File: src/rtl/zbuffer_pixel_writer_pkg.sv
// Shared types and constants for the depth-tested pixel writer.
package zbuffer_pixel_writer_pkg;

  localparam int ZB_ADDR_BITS  = 18;
  localparam int ZB_COLOR_BITS = 16;
  localparam int ZB_DEPTH_BITS = 16;

  localparam logic [ZB_DEPTH_BITS-1:0] CLEAR_DEPTH_FP16 = 16'h7C00;

  typedef logic [ZB_ADDR_BITS-1:0] zbuf_addr_t;

  typedef struct packed {
    logic [15:0]              hcount;
    logic [15:0]              vcount;
    logic [ZB_COLOR_BITS-1:0] color;
    logic [ZB_DEPTH_BITS-1:0] depth;
  } zb_fragment_t;

  typedef enum logic [1:0] {
    ST_IDLE,
    ST_CLEAR,
    ST_RUN
  } zb_state_t;

endpackage

File: src/rtl/zbuf_hazard_tracker.sv
// Tracks addresses of fragments accepted 1..STAGES cycles ago so a new read
// of the same pixel waits until the pending depth write has landed.
module zbuf_hazard_tracker
  import zbuffer_pixel_writer_pkg::*;
#(
  parameter int ADDR_BITS = ZB_ADDR_BITS,
  parameter int STAGES    = 3
) (
  input  logic                 clk,
  input  logic                 rst,
  input  logic                 flush,
  input  logic                 push_valid,
  input  logic [ADDR_BITS-1:0] push_addr,
  input  logic [ADDR_BITS-1:0] probe_addr,
  output logic                 match
);

  logic [STAGES-1:0]    valid;
  logic [ADDR_BITS-1:0] addr [STAGES];

  always_ff @(posedge clk or posedge rst) begin
    if (rst) begin
      valid <= '0;
      for (int i = 0; i < STAGES; i++) addr[i] <= '0;
    end else begin
      valid[0] <= push_valid & ~flush;
      addr[0]  <= push_addr;
      for (int i = 1; i < STAGES; i++) begin
        valid[i] <= valid[i-1] & ~flush;
        addr[i]  <= addr[i-1];
      end
    end
  end

  always_comb begin
    match = 1'b0;
    for (int i = 0; i < STAGES; i++)
      if (valid[i] && (addr[i] == probe_addr)) match = 1'b1;
  end

endmodule

File: src/rtl/zbuffer_pixel_writer.sv
// Depth-tested pixel writer: clears pixel/depth BRAMs at frame start, then
// reads stored depth per fragment and writes colour+depth when nearer.
module zbuffer_pixel_writer
  import zbuffer_pixel_writer_pkg::*;
#(
  parameter int FRAME_WIDTH  = 512,
  parameter int FRAME_HEIGHT = 384,
  parameter int ADDR_BITS    = ZB_ADDR_BITS,
  parameter int COLOR_WIDTH  = ZB_COLOR_BITS,
  parameter int DEPTH_WIDTH  = ZB_DEPTH_BITS,
  parameter int RD_LATENCY   = 2,
  parameter logic [DEPTH_WIDTH-1:0] CLEAR_DEPTH = CLEAR_DEPTH_FP16,
  parameter logic [COLOR_WIDTH-1:0] CLEAR_COLOR = '0
) (
  input  logic                   clk,
  input  logic                   rst,
  input  logic                   frame_start,
  input  logic                   in_valid,
  output logic                   in_ready,
  input  logic [15:0]            in_hcount,
  input  logic [15:0]            in_vcount,
  input  logic                   in_within,
  input  logic [COLOR_WIDTH-1:0] in_color,
  input  logic [DEPTH_WIDTH-1:0] in_depth,
  output logic [ADDR_BITS-1:0]   zb_raddr,
  input  logic [DEPTH_WIDTH-1:0] zb_rdata,
  output logic                   zb_we,
  output logic [ADDR_BITS-1:0]   zb_waddr,
  output logic [DEPTH_WIDTH-1:0] zb_wdata,
  output logic                   pix_we,
  output logic [ADDR_BITS-1:0]   pix_addr,
  output logic [COLOR_WIDTH-1:0] pix_wdata,
  output logic                   clearing,
  output logic                   clear_done
);

  localparam int LOG2_W = $clog2(FRAME_WIDTH);
  localparam logic [ADDR_BITS-1:0] LAST_ADDR = ADDR_BITS'(FRAME_WIDTH * FRAME_HEIGHT - 1);

  zb_state_t            state, state_next;
  logic [ADDR_BITS-1:0] clr_addr;
  zb_fragment_t         frag;
  logic [ADDR_BITS-1:0] frag_addr;
  logic                 in_frame, hazard, accept, keep, pass, frag_we;

  logic [RD_LATENCY:1]  s_valid;
  logic [ADDR_BITS-1:0] s_addr [1:RD_LATENCY];
  zb_fragment_t         s_frag [1:RD_LATENCY];
  logic                 w_valid;
  logic [ADDR_BITS-1:0] w_addr;
  zb_fragment_t         w_frag;

  always_comb frag = '{hcount: in_hcount, vcount: in_vcount, color: in_color, depth: in_depth};

  assign frag_addr = (ADDR_BITS'(frag.vcount) << LOG2_W) + ADDR_BITS'(frag.hcount);
  assign in_frame  = in_within && (frag.hcount < 16'(FRAME_WIDTH)) && (frag.vcount < 16'(FRAME_HEIGHT));
  // Off-frame/uncovered fragments never read or write, so they never stall.
  assign in_ready  = (state == ST_RUN) && !(hazard && in_frame);
  assign accept    = in_valid && in_ready;
  assign keep      = accept && in_frame;
  assign zb_raddr  = keep ? frag_addr : '0;
  assign pass      = s_valid[RD_LATENCY] && (s_frag[RD_LATENCY].depth < zb_rdata);

  zbuf_hazard_tracker #(
    .ADDR_BITS (ADDR_BITS),
    .STAGES    (RD_LATENCY + 1)
  ) u_hazard (
    .clk        (clk),
    .rst        (rst),
    .flush      (frame_start),
    .push_valid (keep),
    .push_addr  (frag_addr),
    .probe_addr (frag_addr),
    .match      (hazard)
  );

  always_ff @(posedge clk or posedge rst) begin
    if (rst) begin
      s_valid <= '0;
      w_valid <= 1'b0;
      w_addr  <= '0;
      w_frag  <= '0;
      for (int i = 1; i <= RD_LATENCY; i++) begin
        s_addr[i] <= '0;
        s_frag[i] <= '0;
      end
    end else begin
      s_valid[1] <= keep & ~frame_start;
      s_addr[1]  <= frag_addr;
      s_frag[1]  <= frag;
      for (int i = 2; i <= RD_LATENCY; i++) begin
        s_valid[i] <= s_valid[i-1] & ~frame_start;
        s_addr[i]  <= s_addr[i-1];
        s_frag[i]  <= s_frag[i-1];
      end
      w_valid <= pass & ~frame_start;
      if (pass) begin
        w_addr <= s_addr[RD_LATENCY];
        w_frag <= s_frag[RD_LATENCY];
      end
    end
  end

  always_ff @(posedge clk or posedge rst) begin
    if (rst) begin
      state      <= ST_IDLE;
      clr_addr   <= '0;
      clear_done <= 1'b0;
    end else begin
      state      <= state_next;
      clear_done <= (state == ST_CLEAR) && (clr_addr == LAST_ADDR) && !frame_start;
      if (frame_start || (state != ST_CLEAR) || (clr_addr == LAST_ADDR)) clr_addr <= '0;
      else clr_addr <= clr_addr + 1'b1;
    end
  end

  // A write already in its output cycle is still dropped by frame_start.
  assign frag_we = w_valid && !frame_start;

  always_comb begin
    state_next = state;
    clearing   = 1'b0;
    zb_we      = frag_we;
    pix_we     = frag_we;
    zb_waddr   = w_addr;
    pix_addr   = w_addr;
    zb_wdata   = w_frag.depth;
    pix_wdata  = w_frag.color;
    case (state)
      ST_IDLE: if (frame_start) state_next = ST_CLEAR;
      ST_CLEAR: begin
        clearing  = 1'b1;
        zb_we     = 1'b1;
        pix_we    = 1'b1;
        zb_waddr  = clr_addr;
        pix_addr  = clr_addr;
        zb_wdata  = CLEAR_DEPTH;
        pix_wdata = CLEAR_COLOR;
        if (frame_start) state_next = ST_CLEAR;
        else if (clr_addr == LAST_ADDR) state_next = ST_RUN;
      end
      ST_RUN: if (frame_start) state_next = ST_CLEAR;
      default: state_next = ST_IDLE;
    endcase
  end

endmodule

File: config.mk
export PLATFORM = sky130hd
export DESIGN_NAME = zbuffer_pixel_writer
export DESIGN_NICKNAME = d
export VERILOG_FILES = /design/src/rtl/zbuffer_pixel_writer_pkg.sv /design/src/rtl/zbuf_hazard_tracker.sv /design/src/rtl/zbuffer_pixel_writer.sv
export SDC_FILE = /design/constraint.sdc
export NUM_CORES = 1
export LEC_CHECK = 0
export CAP_MARGIN = 20
export CORE_MARGIN = 2
export CORE_UTILIZATION = 50
export DETAILED_ROUTE_END_ITERATION = 10
export PLACE_DENSITY = 0.77
export SYNTH_ARGS = -nofsm -noshare
export SYNTH_HDL_FRONTEND = slang
export SYNTH_HIERARCHICAL = 1
export SYNTH_SLANG_ARGS = --single-unit
File: constraint.sdc
create_clock -name clk -period 14.25 [get_ports clk]
set_input_delay 2.1375 -clock clk [delete_from_list [all_inputs] [get_ports clk]]
set_output_delay 2.1375 -clock clk [all_outputs]
set_load 0.1 [all_outputs]
==> impl_metrics.csv <==
group,metric,value,unit
run_status,status,"finished, final reports clean",
grt,grt_pass1_vias,5826,
clock_network,clkTransAtPathRegs,60,ps
timing,fmax,109.5,MHz
grt,grtUsageTotal,19.73,%
placement,place_ws,5108,ps
clock_network,clock-sinks,231,
synthesis,ys.flop_type,"dfrtp_1",
grt,grt_util_met3,4.026,%
worst_setup_path,critPathSlowestCell,"clkdlybuf4s50_1",
grt,use_met1,27.27,%
synthesis,yosysUniqueCellTypes,47,
synthesis,ys_seq_elements,231,
worst_setup_path,r2r_setup_slack,11390,ps
worst_setup_path,worstPathMaxFanout,18,
synthesis,async_flop_share,100.0,%
floorplanning,initial_utilization,51.03,%
clock_network,cts_max_path_buffers,3,
grt,grt_max_degree,94,
grt,met2_usage,32.71,%
final_layout,areaGrowthSynthToFinish,29.44,%
final_layout,fin_nets,964,
worst_setup_path,end_kind,"primary output",
timing,rsz0062_at_grt,"no",
placement,io_buffers,175,
drt,drc_errors,0,
clock_network,cts_buffers,24,
drt,drtIter0Drc,339,
floorplanning,core-area,0.01802,mm^2
placement,dp_hpwl,12.83,mm
clock_network,cts-root-buf,"clkbuf_16",
synthesis,yosys_warnings,6,
flow_run,drv_cap,0,
clock_network,worstSkewPairLatency,500,ps
drt,num_vias,5518,
hold_path,hp-class,"register to register",
timing,worst_pin_slew,1065,ps
power_and_ir_drop,power.leakage,0.005393,uW
timing,setup_slack,5116,ps
hold_path,hold_depth,0,
final_layout,num_antenna_cells,0,
worst_setup_path,reg2regPathDepth,7,
floorplanning,ioPinCount,176,
grt,grt.busiest_layer,"met2",
worst_setup_path,cp-start-kind,"input pin",
synthesis,ys_top_cells_by_area,"dfrtp_1 63%, mux2_4 8.0%, xnor2_1 6.7%, ha_1 3.1%, and2_1 3.0%",
worst_setup_path,slowest_delay,1140,ps
clock_network,cts_setup_buffers,0,
power_and_ir_drop,p_total,1527,uW
clock_network,htree_num_levels,1,
timing,finalCritPeriodShare,64.10,%
clock_network,cts_resized,0,
worst_setup_path,r2r_end,"w_addr[6]$_DFFE_PP0P_",
synthesis,synth-seq-area-share,62.85,%
floorplanning,num_rows,49,
drt,ant_nets,0,
grt,globalRouteOverflowTotal,0,
synthesis,synth_edf_count,0,
timing,hold_viol_final,0,
worst_setup_path,timing.rr.start,"s_frag[7]$_DFF_PP0_",
clock_network,ctsHoldBuffers,0,
worst_setup_path,crit_chain,"clkdlybuf4s50_1, ha_1, fa_1, a211oi_1, o21ai_0, a21oi_1, nor2_1, a21oi_1, xnor2_1, nand4_1, nor4_1, nand4_1, nand3_1, nand4b_1, inv_1, and2_1, clkdlybuf4s50_1",
worst_setup_path,critical_path_required,12110,ps
timing,min_period,9134,ps
grt,grt_pass1_wl,30.80,mm
synthesis,synth_area_per_cell,13.45,um^2
hold_path,hold_start,"s_addr[19]$_DFF_PP0_",
hold_path,hold-path-endpoint,"s_addr[1]$_DFF_PP0_",
timing,slew_headroom,28.81,%
floorplanning,chipHeight,139.6,um
synthesis,synth_area_leader_cell,"dfrtp_1",
floorplanning,die_area,0.01950,mm^2
timing,fin_setup_tns,0,ps
timing,setup_viol,0,
clock_network,cts_tree,"built",
floorplanning,chipWidth,139.6,um
synthesis,synth_fp_nets,793,
drt,wl,18.81,mm
power_and_ir_drop,max-vdd-ir-drop,108.5,uV
grt,antenna_found_initial,0,
worst_setup_path,worstSetupPathType,"input pin to primary output",
drt,firstDrtPassIters,4,
synthesis,netlist_area,0.009198,mm^2
synthesis,syn_inst,684,
power_and_ir_drop,powerDensity,128.3,mW/mm^2
drt,post_drt_via_cell_ratio,5.007,
worst_setup_path,cp_data_arrival_time,7000,ps
placement,globalplace.congestion,0.8313,
drt,wl_per_cell,17.07,um
timing,maxSlewViolCount,0,
final_layout,drive_above_1_share,11.91,%
timing,fin_worst_skew,18.99,ps
synthesis,synth_top_area_share,62.85,%
-- cell usage in the layout (no fill, tap or decap), drive strengths merged, types with 6 or more instances in the layout --
cell type	Yosys	layout
nor4	8	8
clkbuf	8	34
xnor2	70	70
o21ai	12	12
ha	23	23
nor2b	7	7
nand3	8	8
nor3	6	6
and2	44	44
inv	28	28
clkdlybuf4s50	0	175
nand4	19	19
nand2b	8	8
nand2	58	58
nor2	31	31
dfrtp	231	231
mux2	50	50
a21oi	8	8
-- where the power goes --
part           switching (uW)  leakage [uW]  internal (uW)
Clock                     242      0.000445            442
Sequential               18.6       0.00286            694
Combinational            71.5       0.00209           58.5
-- cell families (layout without fill, tap and decap cells) --
family	after synthesis	after routing	share of synthesized area, %
flops	231	231	62.85
simple gates	201	201	11.39
xor+xnor	75	75	7.142
buf+inv	63	252	4.353
mux	50	50	8.121
compound gates	40	40	2.802
fa+ha+maj	24	24	3.347
-- routing by layer --
| metal | vias up | wire length, um |
|---|---|---|
| li1 | 2589 | - |
| met1 | 2715 | 8328 |
| met2 | 187 | 9037 |
| met3 | 27 | 1087 |
| met4 | 0 | 354 |
| met5 | - | 0 |
-- registers in the layout, indices dropped and copies added (netlist names) --
| signal | flops |
|---|---|
| u_hazard/addr | 54 |
| u_hazard/valid | 3 |
| s_addr | 36 |
| w_frag | 32 |
| w_valid | 1 |
| w_addr | 18 |
| s_valid | 2 |
| clr_addr | 18 |
| s_frag | 64 |
| clear_done | 1 |
| state | 2 |
-- area by class of cell --
| cell class | instances | area (um^2) |
|---|---|---|
| Inverter | 28 | 110.1 |
| Clock inverter | 10 | 178.9 |
| Timing Repair Buffer | 180 | 1809 |
| Multi-Input combinational cell | 390 | 3020 |
| Tap cell | 229 | 286.5 |
| Clock buffer | 34 | 719.4 |
| Sequential cell | 231 | 5781 |
| Fill cell | 1328 | 6120 |
-- Yosys cell counts, types with 2 or more instances --
cell type / n
nand3_1: 7
a211o_1: 2
xnor2_1: 70
a21o_1: 3
nor3_1: 6
ha_1: 23
clkbuf_1: 8
dfrtp_1: 231
nor2_1: 31
a211oi_1: 2
nand4_1: 18
mux2_4: 49
nand2b_1: 8
or4_1: 2
buf_4: 20
o21ai_0: 12
buf_12: 5
and3_1: 3
nor2b_1: 7
nor4_1: 8
nand2_1: 58
and2_1: 44
o21a_1: 4
o211ai_1: 2
a21oi_1: 8
inv_1: 28
xor2_1: 5
-- worst max-delay path: cells and delay by family --
| family | cells | cell delay [ps] |
|---|---|---|
| AOI/OAI and AO/OA | 4 | 1190 |
| adders and majority gates | 2 | 650 |
| and+or+nand+nor | 7 | 880 |
| xor gates and xnor gates | 1 | 130 |
| buffers and inverters | 3 | 1980 |
-- metrics by stage --
stage | std cells | util [%] | hold slack [ps] | area [um^2]
6_report | 1102 | 66.05 | 337.0 | 11910
5_1_grt | 1102 | 66.05 | 349.2 | 11910
4_1_cts | 1101 | 65.90 | 337.6 | 11880
3_5_place_dp | 1057 | 60.91 | 334.7 | 10980
3_3_place_gp | 1057 | 60.91 | 331.7 | 10980
2_1_floorplan | 684 | - | 331.2 | 9198
-- worst max-delay path by stage --
stage	start	cells after the start	slack, ps	endpoint
2_1_floorplan	in_hcount[9]	14	5430	zb_raddr[17]
3_3_place_gp	in_hcount[9]	17	5280	zb_raddr[15]
3_5_place_dp	in_hcount[9]	17	5110	zb_raddr[7]
4_1_cts	in_hcount[9]	17	5100	zb_raddr[7]
5_1_grt	in_hcount[9]	17	4690	zb_raddr[16]
6_report	in_hcount[9]	17	5120	zb_raddr[7]
No activity file was read; power rests on OpenSTA's default activity.
